===== src/rtl/mem_pkg.sv =====
// Shared memory-port types: address/data width struct plus burst-initiator FSM encoding.
// Widths of the initiator's burst-length field default to MEM_INIT_LWIDTH_DEF.
package mem_pkg;

   typedef struct packed {
      int AWIDTH;
      int DWIDTH;
   } mem_param;

   typedef enum logic [2:0] {
      ST_IDLE     = 3'd0,
      ST_WR       = 3'd1,
      ST_RD_ISSUE = 3'd2,
      ST_RD_CAPT  = 3'd3,
      ST_RD_HOLD  = 3'd4,
      ST_DONE     = 3'd5
   } mem_init_state_e;

   localparam int MEM_INIT_LWIDTH_DEF = 4;

endpackage


===== src/rtl/mem_rsp_buf.sv =====
// Purpose: 2-entry valid/ready FIFO holding {last,data} read responses.
// Latency: one cycle from push to head visibility; no bypass inside the buffer.
// Backpressure: in_rdy drops when both entries are occupied; cnt exposes occupancy.
module mem_rsp_buf #(
   parameter int W = 9
) (
   input  logic         clk,
   input  logic         rst,
   input  logic         in_vld,
   output logic         in_rdy,
   input  logic [W-1:0] in_dat,
   output logic         out_vld,
   input  logic         out_rdy,
   output logic [W-1:0] out_dat,
   output logic [1:0]   cnt
);

   logic [W-1:0] mem [2];
   logic         wr_ptr;
   logic         rd_ptr;
   logic         push;
   logic         pop;

   assign in_rdy  = (cnt != 2'd2);
   assign out_vld = (cnt != 2'd0);
   assign out_dat = mem[rd_ptr];
   assign push    = in_vld & in_rdy;
   assign pop     = out_vld & out_rdy;

   always_ff @(posedge clk) begin
      if (rst) begin
         wr_ptr <= 1'b0;
         rd_ptr <= 1'b0;
         cnt    <= 2'd0;
      end else begin
         if (push) begin
            mem[wr_ptr] <= in_dat;
            wr_ptr      <= ~wr_ptr;
         end
         if (pop) begin
            rd_ptr <= ~rd_ptr;
         end
         cnt <= cnt + 2'(push) - 2'(pop);
      end
   end

endmodule


===== src/rtl/mem_burst_initiator.sv =====
// Purpose: burst master for the single-port memory; option MEM_INIT_RD_PIPE_EN pipelines reads.
// Latency: writes 1 beat/cycle; reads 3 cycles/beat, or 1 beat/cycle with MEM_INIT_RD_PIPE_EN.
// Backpressure: wd_valid/rd_ready stall the burst; read data is held, never dropped.
module mem_burst_initiator
   import mem_pkg::*;
#(
   parameter mem_param P      = '{AWIDTH: 4, DWIDTH: 8},
   parameter int       LWIDTH = MEM_INIT_LWIDTH_DEF
) (
   input  logic                clk,
   input  logic                rst,
   input  logic                cmd_valid,
   output logic                cmd_ready,
   input  logic                cmd_write,
   input  logic [P.AWIDTH-1:0] cmd_addr,
   input  logic [LWIDTH-1:0]   cmd_len,
   input  logic                wd_valid,
   output logic                wd_ready,
   input  logic [P.DWIDTH-1:0] wd_data,
   output logic                rd_valid,
   input  logic                rd_ready,
   output logic [P.DWIDTH-1:0] rd_data,
   output logic                rd_last,
   output logic [P.AWIDTH-1:0] mem_addr,
   output logic                mem_wr_en,
   output logic                mem_rd_en,
   output logic [P.DWIDTH-1:0] mem_wdata,
   input  logic [P.DWIDTH-1:0] mem_rdata,
   output logic                busy,
   output logic                done
);

   localparam int AW = P.AWIDTH;
   localparam int DW = P.DWIDTH;

   localparam logic [2:0] IDLE     = ST_IDLE;
   localparam logic [2:0] WR       = ST_WR;
   localparam logic [2:0] RD_ISSUE = ST_RD_ISSUE;
   localparam logic [2:0] RD_CAPT  = ST_RD_CAPT;
   localparam logic [2:0] RD_HOLD  = ST_RD_HOLD;
   localparam logic [2:0] DONE     = ST_DONE;

   logic [2:0]        state;
   logic [AW-1:0]     addr;
   logic [LWIDTH-1:0] len;
   logic [LWIDTH-1:0] count;
   logic              cmd_hs;

   assign cmd_ready = (state == IDLE);
   assign wd_ready  = (state == WR);
   assign busy      = (state != IDLE);
   assign done      = (state == DONE);
   assign cmd_hs    = cmd_valid & cmd_ready;

`ifdef MEM_INIT_RD_PIPE_EN
   // Occupancy counts the issue register, the beat on mem_rdata and the buffer;
   // the head beat bypasses the buffer when it is empty so one beat retires per cycle.
   logic [LWIDTH:0] iss_cnt;
   logic            mem_last_q;
   logic            pend_q;
   logic            pend_last_q;
   logic [1:0]      buf_cnt;
   logic            buf_in_rdy;
   logic            buf_out_vld;
   logic            buf_out_last;
   logic [DW-1:0]   buf_out_data;
   logic            pop;
   logic            issue;
   logic [2:0]      occ;

   always_comb begin
      pop   = rd_valid & rd_ready;
      occ   = 3'(buf_cnt) + 3'(mem_rd_en) + 3'(pend_q) - 3'(pop);
      issue = (state == RD_ISSUE) && (iss_cnt <= {1'b0, len}) && (occ < 3'd2);
   end

   assign rd_valid = buf_out_vld | pend_q;
   assign rd_data  = buf_out_vld ? buf_out_data : mem_rdata;
   assign rd_last  = buf_out_vld ? buf_out_last : pend_last_q;

   mem_rsp_buf #(.W(DW + 1)) u_rsp_buf (
      .clk     (clk),
      .rst     (rst),
      .in_vld  (pend_q & (buf_out_vld | ~rd_ready)),
      .in_rdy  (buf_in_rdy),
      .in_dat  ({pend_last_q, mem_rdata}),
      .out_vld (buf_out_vld),
      .out_rdy (rd_ready),
      .out_dat ({buf_out_last, buf_out_data}),
      .cnt     (buf_cnt)
   );

   always_ff @(posedge clk) begin
      if (rst) begin
         pend_q      <= 1'b0;
         pend_last_q <= 1'b0;
      end else begin
         pend_q      <= mem_rd_en;
         pend_last_q <= mem_last_q;
      end
   end
`else
   logic [DW-1:0] rd_data_q;
   logic          rd_valid_q;
   logic          rd_last_q;

   assign rd_valid = rd_valid_q;
   assign rd_data  = rd_data_q;
   assign rd_last  = rd_last_q;
`endif

   always_ff @(posedge clk) begin
      if (rst) begin
         state      <= IDLE;
         addr       <= '0;
         len        <= '0;
         count      <= '0;
         mem_addr   <= '0;
         mem_wr_en  <= 1'b0;
         mem_rd_en  <= 1'b0;
         mem_wdata  <= '0;
`ifdef MEM_INIT_RD_PIPE_EN
         iss_cnt    <= '0;
         mem_last_q <= 1'b0;
`else
         rd_data_q  <= '0;
         rd_valid_q <= 1'b0;
         rd_last_q  <= 1'b0;
`endif
      end else begin
         mem_wr_en  <= 1'b0;
         mem_rd_en  <= 1'b0;
`ifdef MEM_INIT_RD_PIPE_EN
         mem_last_q <= 1'b0;
`endif
         case (state)
            IDLE: begin
               if (cmd_hs) begin
                  len   <= cmd_len;
                  count <= '0;
                  addr  <= cmd_addr;
                  if (cmd_write) begin
                     state <= WR;
                  end else begin
                     state <= RD_ISSUE;
`ifdef MEM_INIT_RD_PIPE_EN
                     iss_cnt <= '0;
`else
                     mem_rd_en <= 1'b1;
                     mem_addr  <= cmd_addr;
`endif
                  end
               end
            end
            WR: begin
               if (wd_valid) begin
                  mem_wr_en <= 1'b1;
                  mem_addr  <= addr;
                  mem_wdata <= wd_data;
                  addr      <= addr + 1'b1;
                  count     <= count + 1'b1;
                  if (count == len) state <= DONE;
               end
            end
`ifdef MEM_INIT_RD_PIPE_EN
            RD_ISSUE: begin
               if (issue) begin
                  mem_rd_en  <= 1'b1;
                  mem_addr   <= addr;
                  mem_last_q <= (iss_cnt == {1'b0, len});
                  addr       <= addr + 1'b1;
                  iss_cnt    <= iss_cnt + 1'b1;
               end
               if (pop) begin
                  count <= count + 1'b1;
                  if (rd_last) state <= DONE;
               end
            end
`else
            // mem_rd_en is high during RD_ISSUE, so mem_rdata is valid during RD_CAPT.
            RD_ISSUE: state <= RD_CAPT;
            RD_CAPT: begin
               rd_data_q  <= mem_rdata;
               rd_valid_q <= 1'b1;
               rd_last_q  <= (count == len);
               state      <= RD_HOLD;
            end
            RD_HOLD: begin
               if (rd_ready) begin
                  rd_valid_q <= 1'b0;
                  rd_last_q  <= 1'b0;
                  addr       <= addr + 1'b1;
                  count      <= count + 1'b1;
                  if (rd_last_q) begin
                     state <= DONE;
                  end else begin
                     mem_rd_en <= 1'b1;
                     mem_addr  <= addr + 1'b1;
                     state     <= RD_ISSUE;
                  end
               end
            end
`endif
            DONE:    state <= IDLE;
            default: state <= IDLE;
         endcase
      end
   end

endmodule


===== config.mk =====
export PLATFORM = sky130hd
export DESIGN_NAME = mem_burst_initiator
export DESIGN_NICKNAME = d
export VERILOG_FILES = /design/src/rtl/mem_pkg.sv /design/src/rtl/mem_rsp_buf.sv /design/src/rtl/mem_burst_initiator.sv
export SDC_FILE = /design/constraint.sdc
export NUM_CORES = 1
export LEC_CHECK = 0
export ABC_AREA = 1
export BUFFER_PORTS_ARGS = -buffer_cell sky130_fd_sc_hd__buf_2
export CORE_AREA = 5 5 65 67
export CTS_BUF_LIST = sky130_fd_sc_hd__clkbuf_8
export DETAILED_ROUTE_END_ITERATION = 12
export DIE_AREA = 0 0 70 72
export PLACE_DENSITY_LB_ADDON = 0.1
export SLEW_MARGIN = 20
export SYNTH_ARGS = -nofsm -noshare
export SYNTH_HDL_FRONTEND = slang
export SYNTH_HIERARCHICAL = 1
export SYNTH_SLANG_ARGS = --single-unit

===== constraint.sdc =====
create_clock -name clk -period 1.8 [get_ports clk]
set_clock_uncertainty 0.05 [all_clocks]
set_input_delay 0.09 -clock clk [delete_from_list [all_inputs] [get_ports clk]]
set_output_delay 0.09 -clock clk [all_outputs]
set_load 0.005 [all_outputs]

==> results of run 1 <==
flip-flops by register name, summed over array words and instances, names as in the netlist:
name	cells
mem_addr	4
len	4
mem_rd_en	1
count	4
addr	4
rd_valid	1
mem_wr_en	1
rd_data	8
state	3
rd_last	1
mem_wdata	8
Yosys cell counts, drive strengths merged:
| master | n | area [µm²] |
|---|---|---|
| ha | 2 | 25.02 |
| o22ai | 1 | 6.260 |
| nand3 | 18 | 107.6 |
| or2 | 1 | 6.260 |
| inv | 29 | 108.9 |
| o21ai | 24 | 120.1 |
| a21oi | 20 | 100.1 |
| nand2 | 56 | 227.7 |
| nor2 | 53 | 214.0 |
| clkbuf | 4 | 15.01 |
| dfxtp | 39 | 780.8 |
| nor3 | 7 | 35.03 |
| a211oi | 1 | 7.510 |
| o21a | 1 | 7.510 |
| nand4 | 1 | 6.260 |
| clkinv | 1 | 3.750 |
| buf | 3 | 17.52 |
| xnor2 | 1 | 8.760 |
| xor2 | 1 | 8.760 |
critical path, stage by stage, from the launching register on:
cell	delay [ns]
dfxtp_1	0.45
nor2_1	0.09
nand2_1	0.15
inv_2	0.17
or2_0	0.25
nor2_1	0.11
nand3_1	0.09
nand2_1	0.07
inv_1	0.03
report_power, final:
| part | switching, µW | internal, µW |
|---|---|---|
| clock network | 321 | 413 |
| registers | 178 | 1090 |
| logic | 973 | 587 |
how the worst min path moves through the flow:
stage,end,cells after the start,slack (ns),startpoint
CTS,rd_data[0]$_SDFFE_PP0P_,3,0.0003,mem_rdata[0]
global placement,rd_data[4]$_SDFFE_PP0P_,3,0.29,mem_rdata[4]
floorplan,mem_wdata[0]$_SDFFE_PP0P_,2,0.20,wd_data[0]
global route,rd_data[0]$_SDFFE_PP0P_,3,0.009,mem_rdata[0]
detailed placement,rd_data[1]$_SDFFE_PP0P_,3,0.29,mem_rdata[1]
finish,rd_data[0]$_SDFFE_PP0P_,3,0.004,mem_rdata[0]
logic make-up (layout without fill, tap and decap cells):
kind of cell,Yosys count,count (layout),synth area share (%)
simple gates,136,136,33.03
compound gates,47,47,13.37
flops,39,39,43.21
buf+inv,37,103,8.033
fa+ha+maj,2,2,1.385
xor+xnor,2,2,0.9697
per-layer routing:
layer / vias up / track usage, %
li1: 968 / -
met4: 0 / 6.809
met1: 783 / 21.40
met5: - / 0
met2: 53 / 28.02
met3: 4 / 6.371
metrics by stage:
| step | utilization (%) | cell area [µm²] | power (µW) | setup WS [ns] |
|---|---|---|---|---|
| finish | 64.48 | 2307 | 3565 | 0.2485 |
| floorplan | - | 1807 | 2410 | 0.5116 |
| global placement | 59.65 | 2135 | 2824 | 0.2611 |
| CTS | 64.48 | 2307 | 3596 | 0.2444 |
| global route | 64.48 | 2307 | 3889 | 0.07124 |
| detailed placement | 59.65 | 2135 | 2843 | 0.2581 |
final cells by class:
type	count	area (µm²)
multi-input cells	187	880.8
clock buffers	5	68.82
repair buffers	65	360.3
fillers	347	1271
inverters	30	112.6
well taps	48	60.06
clock inverters	3	43.79
flip-flops and latches	39	780.7
layout by cell type (no fill, tap or decap), drive strengths merged:
cell type and instances:
or2 1, nand4 1, nand3 18, clkinv 3, xnor2 1, o21ai 24, ha 2, inv 29
dfxtp 39, buf 59, nor2 53, nor3 7, xor2 1, o21a 1, o22ai 1, a21oi 20
clkbuf 5, nand2 56, dlygate4sd3 6, a211oi 1, bufinv 1
==> reports/metrics.yaml, run 1 <==
leakage_uw: 0.001119
cts_tree: "yes"
syn_nets: 295
grt_overflow: 0
yosysSeqAreaShare_pct: 43.21
drt-total-wl_um: 4278
cp-startpoint: "state[1]$_SDFFE_PP0P_"
synth.avg_cell_area_um2: 6.870
routed.top_layer: "met4"
ant_nets: 0
clk_pin_slew_ns: 0.08
crit_end: "state[0]$_SDFFE_PP0P_"
antenna_found_initial: 0
reg2reg_to: "state[0]$_SDFFE_PP0P_"
grt_pass1_wl_um: 7127
path_max_fanout: 16
die-area_um2: 5040
ios: 58
vdd_drop_max_v: 0.0008585
cts_setup_buffers: 0
clockBufferDepth: 2
final_layout_size_suffix_gt1_share_pct: 25.53
cts_hold_buffers: 6
finalCriticalPeriod_ns: 1.552
criticalPathCategory: "register to register"
max-slew-margin-rel_pct: 79.44
layout.nets: 360
num_antenna_cells: 0
clk_latency_ns: 0.29
dp.cells: 363
startpoint_type: "register"
cts-resized-gates: 0
cts_sinks: 39
place_hpwl_um: 3140
gp_congestion: 0.8822
dieWidth_um: 70
stdcell_count: 377
timing.hold.ws_ns: 0.004071
vias: 1808
rsz0062_at_grt: "no"
max_freq_mhz: 644.5
cts_buffers: 5
drc: 0
core-area_um2: 3578
hold_viol_final: 0
cts_root_buf: "clkbuf_8"
m1WireLength_um: 1948
fin_crit_sh_pct: 86.20
status: "finished clean"
row_count: 22
routed-wl-met3_um: 342
h-tree-depth: 2
io_buffers: 57
grt_max_degree: 17
wl_met2_um: 1930
netlist_instances: 263
drt_iter0_markers: 79
worstMarginPinSlew_ns: 0.3077
holdCritPathClass: "input pin to register"
start_util_pct: 50.49
maxCapViolCount: 0
syn_to_final_growth_pct: 27.70
vias_per_cell: 4.796
final-setup-viol-count: 0
power_density_nw_per_um2: 1545
r2r_setup_slack_ns: 0.25
drv_slew: 0
setup-tns-final_ns: 0
synth-seq-cells: 39
grtUsageTotal_pct: 17.44
yosys_warnings: 6
firstDrtPassIters: 4
die_h_um: 72
wl_per_cell_um: 11.35
crit_arrival_ns: 1.70
grt_pass1_vias: 1632
synth.distinct_cells: 26
r2r_cells: 8
crit_required_ns: 1.95
r2r-start: "state[1]$_SDFFE_PP0P_"
syn-cell-area_um2: 1807
crit_path_end_kind: "register"
No activity file was read; power rests on OpenSTA's default activity.
==> inputs of run 2 (changes only) <==
Settings changed: CORE_AREA 5 5 65 67 to 2 2 62 64, DIE_AREA 0 0 70 72 to 0 0 64 66.
==> reports/metrics.yaml, run 2 (synthesis results as in run 1) <==
reg2reg_to: "mem_wdata[0]$_SDFFE_PP0P_"
start_util_pct: 50.88
grt_pass1_vias: 1695
dp_slack_ns: 0.2799
setup_slack_ns: 0.2709
clockBufferDepth: 2
max_freq_mhz: 654.0
clk_latency_ns: 0.30
holdCritPathClass: "input pin to register"
place_hpwl_um: 2892
layout.nets: 362
dp.cells: 363
vdd_drop_max_v: 0.0008274
worst_path_max_delay_cell: "dfxtp_1"
stdcell_count: 379
cts_setup_buffers: 0
vias_per_cell: 4.789
ant_nets: 0
core-area_um2: 3551
power_density_nw_per_um2: 1536
routed-wl-met3_um: 187
rsz0062_at_grt: "no"
vias: 1815
startpoint_type: "register"
gp_congestion: 0.8556
crit_path_end_kind: "output pin"
h-tree-depth: 2
wl_met2_um: 1955
grtUsageTotal_pct: 22.17
setup-tns-final_ns: 0
die-area_um2: 4224
fin_crit_sh_pct: 84.95
antenna_found_initial: 0
r2r-start: "state[1]$_SDFFE_PP0P_"
cts_root_buf: "clkbuf_8"
criticalPathCategory: "register to output pin"
power_uw: 3575
row_count: 22
routed.top_layer: "met4"
r2r_setup_slack_ns: 0.27
final_layout_size_suffix_gt1_share_pct: 25.38
hold_depth: 3
die_h_um: 66
dieWidth_um: 64
mostFrequentLayoutCell: "buf_2"
wl_per_cell_um: 11.09
drc: 0
slowest_delay_ns: 0.37
drt_iter0_markers: 59
grt_overflow: 0
hold_viol_final: 0
final-setup-viol-count: 0
cts_sinks: 39
num_antenna_cells: 0
cts_buffers: 5
mostFrequentLayoutCells: "buf_2, nor2_1, nand2_1"
io_buffers: 57
maxCapViolCount: 0
grt_pass1_wl_um: 7286
finalCriticalPeriod_ns: 1.529
ios: 58
max-slew-margin-rel_pct: 80.63
leakage_uw: 0.001128
holdPathEnd: "rd_data[3]$_SDFFE_PP0P_"
hold_path.startpoint: "mem_rdata[3]"
syn_to_final_growth_pct: 28.81
crit_arrival_ns: 1.39
worstMarginPinSlew_ns: 0.2888
drt-total-wl_um: 4205
m1WireLength_um: 1986
clk_pin_slew_ns: 0.08
cts-resized-gates: 0
path_max_fanout: 16
drv_slew: 0
status: "finished clean"
firstDrtPassIters: 4
cp_cell_sequence: "nor2_1, nand2_1, inv_2, buf_2"
grt_max_degree: 17
r2r_cells: 6
cts_tree: "yes"
crit_required_ns: 1.66
-- run 2: worst max-delay path by stage --
stage	startpoint	end	slack (ns)	cells past startpoint
2_1_floorplan	state[0]$_SDFFE_PP0P_	mem_addr[3]$_SDFFE_PP0P_	0.51	8
3_3_place_gp	state[1]$_SDFFE_PP0P_	mem_wdata[4]$_SDFFE_PP0P_	0.30	6
3_5_place_dp	state[1]$_SDFFE_PP0P_	mem_wdata[0]$_SDFFE_PP0P_	0.28	6
4_1_cts	state[1]$_SDFFE_PP0P_	wd_ready	0.26	4
5_1_grt	state[1]$_SDFFE_PP0P_	mem_wdata[0]$_SDFFE_PP0P_	0.11	6
6_report	state[1]$_SDFFE_PP0P_	wd_ready	0.27	4
-- run 2: metrics by stage --
| step | hold slack (ns) | instance area [µm²] | utilization [%] |
|---|---|---|---|
| after floorplan | 0.2044 | 1807 | - |
| after global placement | 0.2910 | 2135 | 60.11 |
| after detailed placement | 0.3000 | 2135 | 60.11 |
| after global routing | 0.02097 | 2327 | 65.54 |
| after CTS | 0.0001376 | 2327 | 65.54 |
| final | 0.004233 | 2327 | 65.54 |
-- run 2: metal layers --
layer,vias up,track usage [%]
met2,42,37.11
met3,7,4.259
met4,0,9.783
met5,-,0
li1,975,-
met1,791,27.72
-- run 2: repair_timing --
item / in CTS / in global routing
hold buffers: 8 / 0
hold endpoints to repair: 8 / 0
setup endpoints to repair: 0 / 0
-- run 2: layout make-up --
| class | count | area [µm²] |
|---|---|---|
| clock inverters | 3 | 43.79 |
| clock buffers | 5 | 68.82 |
| flip-flops and latches | 39 | 780.7 |
| fillers | 347 | 1224 |
| inverters | 30 | 112.6 |
| repair buffers | 67 | 380.4 |
| well taps | 48 | 60.06 |
| multi-input cells | 187 | 880.8 |
-- run 2: where the power goes --
group | switching, µW | internal, µW | leakage, µW | total [µW]
Combinational | 970 | 590 | 0.000751 | 1560
Clock | 329 | 413 | 0.0000581 | 742
Sequential | 181 | 1090 | 0.000319 | 1270
-- run 2: worst max-delay path: cells and delay by family, from the launching register on --
family        cells  cell delay, ns
buf+inv           2            0.43
flops             1            0.37
simple gates      2            0.28
